### src/rtl/imm_enc_pkg.sv
`default_nettype none
// +----------------------------------------------------------------------+
// | imm_enc_pkg                                                          |
// | Format selects, RV32I opcodes and request type for immediate_encoder |
// | Revision: 1.0                                                        |
// +----------------------------------------------------------------------+
package imm_enc_pkg;

  localparam logic [2:0] IMM_I = 3'b000;
  localparam logic [2:0] IMM_S = 3'b001;
  localparam logic [2:0] IMM_B = 3'b101;
  localparam logic [2:0] IMM_U = 3'b010;
  localparam logic [2:0] IMM_J = 3'b110;

  localparam logic [6:0] OP_IMM    = 7'h13;
  localparam logic [6:0] OP_LOAD   = 7'h03;
  localparam logic [6:0] OP_STORE  = 7'h23;
  localparam logic [6:0] OP_BRANCH = 7'h63;
  localparam logic [6:0] OP_LUI    = 7'h37;
  localparam logic [6:0] OP_AUIPC  = 7'h17;
  localparam logic [6:0] OP_JAL    = 7'h6F;
  localparam logic [6:0] OP_JALR   = 7'h67;

  typedef struct packed {
    logic [2:0]  imm_src;
    logic [31:0] imm;
    logic [6:0]  opcode;
    logic [4:0]  rd;
    logic [2:0]  funct3;
    logic [4:0]  rs1;
    logic [4:0]  rs2;
  } imm_req_t;

endpackage
`default_nettype wire

### src/rtl/imm_scatter.sv
`default_nettype none
// +----------------------------------------------------------------------+
// | imm_scatter                                                          |
// | Combinational field placement and immediate range check              |
// | Revision: 1.0                                                        |
// +----------------------------------------------------------------------+
module imm_scatter
  import imm_enc_pkg::*;
(
  input  imm_req_t    req_i,
  output logic [31:0] instr_o,
  output logic        err_o
);

  logic [31:0] w_imm;
  assign w_imm = req_i.imm;

  // Range checks are sign-extension tests: the immediate must equal the
  // sign extension of its encodable field width.
  always_comb begin
    instr_o = {25'b0, req_i.opcode};
    err_o   = 1'b1;
    case (req_i.imm_src)
      IMM_I: begin
        instr_o = {w_imm[11:0], req_i.rs1, req_i.funct3, req_i.rd, req_i.opcode};
        err_o   = (w_imm[31:11] != {21{w_imm[11]}});
      end
      IMM_S: begin
        instr_o = {w_imm[11:5], req_i.rs2, req_i.rs1, req_i.funct3,
                   w_imm[4:0], req_i.opcode};
        err_o   = (w_imm[31:11] != {21{w_imm[11]}});
      end
      IMM_B: begin
        instr_o = {w_imm[12], w_imm[10:5], req_i.rs2, req_i.rs1, req_i.funct3,
                   w_imm[4:1], w_imm[11], req_i.opcode};
        err_o   = (w_imm[31:12] != {20{w_imm[12]}}) || w_imm[0];
      end
      IMM_U: begin
        instr_o = {w_imm[31:12], req_i.rd, req_i.opcode};
        err_o   = (w_imm[11:0] != 12'd0);
      end
      IMM_J: begin
        instr_o = {w_imm[20], w_imm[10:1], w_imm[11], w_imm[19:12],
                   req_i.rd, req_i.opcode};
        err_o   = (w_imm[31:20] != {12{w_imm[20]}}) || w_imm[0];
      end
      default: begin
        instr_o = {25'b0, req_i.opcode};
        err_o   = 1'b1;
      end
    endcase
  end

endmodule
`default_nettype wire

### src/rtl/immediate_encoder.sv
`default_nettype none
// +----------------------------------------------------------------------+
// | immediate_encoder                                                    |
// | Two-stage valid/ready RV32I instruction assembler with error counter |
// | Revision: 1.0                                                        |
// +----------------------------------------------------------------------+
module immediate_encoder
  import imm_enc_pkg::*;
#(
  parameter int ERR_CNT_W = 16
) (
  input  logic                 clk,
  input  logic                 rst,
  input  logic                 flush,
  input  logic                 in_valid,
  output logic                 in_ready,
  input  logic [2:0]           in_imm_src,
  input  logic [31:0]          in_imm,
  input  logic [6:0]           in_opcode,
  input  logic [4:0]           in_rd,
  input  logic [2:0]           in_funct3,
  input  logic [4:0]           in_rs1,
  input  logic [4:0]           in_rs2,
  output logic                 out_valid,
  input  logic                 out_ready,
  output logic [31:0]          out_instr,
  output logic                 out_err,
  output logic [ERR_CNT_W-1:0] err_count
);

  logic                 s1_valid_q, s1_valid_d;
  imm_req_t             s1_req_q, s1_req_d;
  logic                 out_valid_q, out_valid_d;
  logic [31:0]          out_instr_q, out_instr_d;
  logic                 out_err_q, out_err_d;
  logic [ERR_CNT_W-1:0] err_count_q, err_count_d;

  logic                 w_s2_adv;
  logic                 w_in_fire;
  logic                 w_out_fire;
  imm_req_t             w_in_req;
  logic [31:0]          w_scat_instr;
  logic                 w_scat_err;

  assign w_in_req = '{imm_src: in_imm_src, imm: in_imm, opcode: in_opcode,
                      rd: in_rd, funct3: in_funct3, rs1: in_rs1, rs2: in_rs2};

  assign w_s2_adv   = !out_valid_q || out_ready;
  assign in_ready   = !rst && !flush && (!s1_valid_q || w_s2_adv);
  assign w_in_fire  = in_valid && in_ready;
  assign w_out_fire = out_valid_q && out_ready;

  imm_scatter u_scatter (
    .req_i   (s1_req_q),
    .instr_o (w_scat_instr),
    .err_o   (w_scat_err)
  );

  always_comb begin
    s1_valid_d  = s1_valid_q;
    s1_req_d    = s1_req_q;
    out_valid_d = out_valid_q;
    out_instr_d = out_instr_q;
    out_err_d   = out_err_q;
    err_count_d = err_count_q;

    // A result delivered in a flush cycle still counts; flush only drops
    // what remains in flight.
    if (w_out_fire && out_err_q && (err_count_q != {ERR_CNT_W{1'b1}})) begin
      err_count_d = err_count_q + 1'b1;
    end

    if (flush) begin
      s1_valid_d  = 1'b0;
      out_valid_d = 1'b0;
    end else begin
      if (w_s2_adv) begin
        out_valid_d = s1_valid_q;
        if (s1_valid_q) begin
          out_instr_d = w_scat_instr;
          out_err_d   = w_scat_err;
        end
        s1_valid_d = 1'b0;
      end
      if (w_in_fire) begin
        s1_valid_d = 1'b1;
        s1_req_d   = w_in_req;
      end
    end
  end

  always_ff @(posedge clk) begin
    if (rst) begin
      s1_valid_q  <= 1'b0;
      s1_req_q    <= '0;
      out_valid_q <= 1'b0;
      out_instr_q <= '0;
      out_err_q   <= 1'b0;
      err_count_q <= '0;
    end else begin
      s1_valid_q  <= s1_valid_d;
      s1_req_q    <= s1_req_d;
      out_valid_q <= out_valid_d;
      out_instr_q <= out_instr_d;
      out_err_q   <= out_err_d;
      err_count_q <= err_count_d;
    end
  end

  assign out_valid = out_valid_q;
  assign out_instr = out_instr_q;
  assign out_err   = out_err_q;
  assign err_count = err_count_q;

endmodule
`default_nettype wire
### config.mk
export PLATFORM = sky130hd
export DESIGN_NAME = immediate_encoder
export DESIGN_NICKNAME = d
export VERILOG_FILES = /design/src/rtl/imm_enc_pkg.sv /design/src/rtl/imm_scatter.sv /design/src/rtl/immediate_encoder.sv
export SDC_FILE = /design/constraint.sdc
export NUM_CORES = 1
export LEC_CHECK = 0
export BUFFER_PORTS_ARGS = -buffer_cell sky130_fd_sc_hd__buf_2
export CAP_MARGIN = 30
export CORE_ASPECT_RATIO = 1.5
export CORE_UTILIZATION = 55
export CTS_BUF_LIST = sky130_fd_sc_hd__clkbuf_4 sky130_fd_sc_hd__clkbuf_8
export DETAILED_ROUTE_END_ITERATION = 12
export PLACE_DENSITY = 0.87
export SYNTH_ARGS = -nofsm -noshare
export SYNTH_HDL_FRONTEND = slang
export SYNTH_SLANG_ARGS = --single-unit
### constraint.sdc
create_clock -name clk -period 2.4 [get_ports clk]
set_input_delay 0.24 -clock clk [delete_from_list [all_inputs] [get_ports clk]]
set_output_delay 0.24 -clock clk [all_outputs]
set_load 0.1 [all_outputs]
==> impl_metrics.yaml <==
cells_and_area:
  design_area_um2: 5580
  syn2layout_area_growth_pct: 17.7
  drive_gt1_frac: 0.233
  nNetsFinal: 738
  diodes: 0
  fin_cells: 781
synthesis:
  yosysWarnings: 0
  synth_edf_count: 0
  syn_avg_cell_area_um2: 8.23
  syn-num-nets: 645
  syn_inst: 576
  async_reset_ff_frac: 0
  synth_most_common_cell: "nand2_1"
  synth_top_area_share: 0.469
  netlist.top_cell.by_area: "dfxtp_1"
  synth_cell_types: 52
  ys_ff_latch: 111
  synth-seq-area-share: 0.469
  synth_area_leaders: "dfxtp_1 (47%), nand2_1 (11%), a21oi_1 (8.7%), a2bb2oi_1 (4.6%), a22oi_1 (3.2%)"
  syn_area_um2: 4740
  yosys-top-cells-count: "nand2_1 (142), dfxtp_1 (111), a21oi_1 (82)"
  synth_top_flop_cell: "dfxtp_1"
pwr:
  p_comb_frac: 0.097
  power_density_nw_per_um2: 607
  switchingPower_w: 0.000857
  pwr-share-clk: 0.336
  p_leak_nw: 2.20
  ir_drop_mv: 0.343
  seqPwrFrac: 0.567
  total_power_w: 0.00338
  intPower_w: 0.00253
  swShare: 0.253
floorplanning:
  dieArea_um2: 9000
  dieHeight_um: 116
  die_x_um: 77.8
  io_pins: 116
  start_util: 0.567
  rows: 41
  core_area_um2: 8360
route:
  drt_first_iter_violations: 330
  dr_wl_met3_um: 497
  wl_met2_um: 6270
  wl_um: 12000
  ant_nets: 0
  top_layer: "met4"
  wl_per_cell_um: 15.4
  dr.pass1.iters: 5
  drc_errors: 0
  drt-met1-wl_um: 4880
  viasPerCell: 5.75
  num_vias: 4489
global_routing:
  grt_max_degree: 65
  gr-total-overflow: 0
  antenna_found_initial: 0
  grt_usage: 0.278
  grt_pass1_vias: 4239
  grt_pass1_wl_um: 19800
sta:
  fmax_mhz: 507
  slew_headroom: 0.612
  rsz0062_at_grt: "false"
  finalClockSkew_ns: 0.0103
  min_period_ns: 1.97
  setup_viol_count_final: 0
  min_period_over_period: 0.821
  hold_violations: 0
  worst_pin_slew_ns: 0.579
  fin_setup_tns_ns: 0
  drv_slew: 0
clocking:
  clock_latency_ns: 0.38
  root_buffer: "clkbuf_8"
  cts.htree.levels: 3
  clock_sinks: 111
  cts_hold_buf: 0
  post_cts_resize_count: 0
  numCtsBuffers: 9
  cts_tree: "built"
  post_cts_buffers: 0
  clk_pin_slew_worst_paths_ns: 0.10
  clock_path_buffers: 2
placement:
  postPlaceCellArea_um2: 5370
  place.gp.congestion: 0.899
  numPortBuffers: 115
  dp.cells: 765
  place_hpwl_um: 8800
worst_hold_path:
  min_from: "in_imm[25]"
  hold_class: "input port to flop"
critical_path:
  critPathLaunchType: "flop"
  reg2reg_from: "s1_req_q[59]"
  crit_path_start: "s1_req_q[59]"
  slowest_delay_ns: 0.58
  path_cells: "mux2_2 -> or2_1 -> a22oi_1 -> a2bb2oi_1 -> nor2_1"
  critPathSlowestCell: "dfxtp_1"
  endpoint_kind: "flop"
  cp_max_fo: 12
  arrival_ns: 2.22
  worstPathRequired_ns: 2.65
  crit_type: "flop to flop"
run:
  cap_viol_max_count: 0
run_status:
  status: "complete, no violations"
-- cell usage in the layout, fill, tap and decap left out, drive strengths merged, types with 2 or more instances in the layout --
master    count
nand2       143
buf         123
dfxtp       111
a21oi        82
nor2         37
a2bb2oi      25
a22oi        20
clkbuf       11
inv           9
or4           9
nor3          9
nand3         8
o21ai         8
nand4         7
a222oi        6
o31ai         6
and3          5
or3           5
o211ai        5
nor4          5
ha            4
nor2b         4
and4          3
xor2          3
clkinvlp      3
and2          3
or2           3
mux2          2
a31oi         2
-- critical path: cells and delay by family, from the launching register on --
kind / cells / cell delay, ns
DFF: 1 / 0.58
muxes: 1 / 0.44
and+or+nand+nor: 2 / 0.34
AOI/OAI and AO/OA: 2 / 0.49
-- cell type report --
class / instances / area [µm²]
Clock buffer: 11 / 145
Multi-Input combinational cell: 415 / 2300
Clock inverter: 5 / 57.6
Fill cell: 743 / 2790
Sequential cell: 111 / 2230
Inverter: 9 / 33.8
Tap cell: 107 / 134
Timing Repair Buffer: 123 / 683
-- path summary, 6_finish.rpt --
kind	to	slack, ns	cells past startpoint
hold reg to reg	out_instr[4]	0.46	2
setup / recovery	out_instr[30]	0.43	5
hold / removal	s1_req_q[50]	0.09	3
setup reg to reg	out_instr[30]	0.43	5
-- cells by family after synthesis --
family,synth area share
flops,0.469
simple gates,0.236
xor+xnor,0.00740
buf+inv,0.0491
fa+ha+maj,0.0106
compound gates,0.222
mux,0.00687
-- power by group through the flow --
stage / combinational (W) / clock (W) / sequential, W
final: 0.000329 / 0.00114 / 0.00192
after global routing: 0.000362 / 0.00122 / 0.00192
after CTS: 0.000330 / 0.00115 / 0.00192
after detailed placement: 0.000328 / 0 / 0.00196
after global placement: 0.000315 / 0 / 0.00196
after floorplan: 0.000190 / 0 / 0.00198
-- routing by layer --
| metal | up-vias | global-route usage |
|---|---|---|
| met5 | - | 0 |
| met4 | 0 | 0.133 |
| met3 | 26 | 0.0394 |
| met2 | 136 | 0.505 |
| met1 | 2111 | 0.320 |
| li1 | 2216 | - |
-- state kept, by name (all words and copies together) (netlist names) --
name and flops:
out_err 1, s1_valid_q 1, err_count 16, out_instr 32, s1_req_q 60, out_valid 1
-- through the flow --
step	util	hold slack (ns)	setup WS (ns)
3_5_place_dp	0.643	0.447	0.485
6_report	0.667	0.0878	0.429
5_1_grt	0.667	0.0870	0.315
4_1_cts	0.667	0.0787	0.463
2_1_floorplan	-	0.309	0.00934
3_3_place_gp	0.639	0.435	0.581
(Power assumes the default switching activity.)
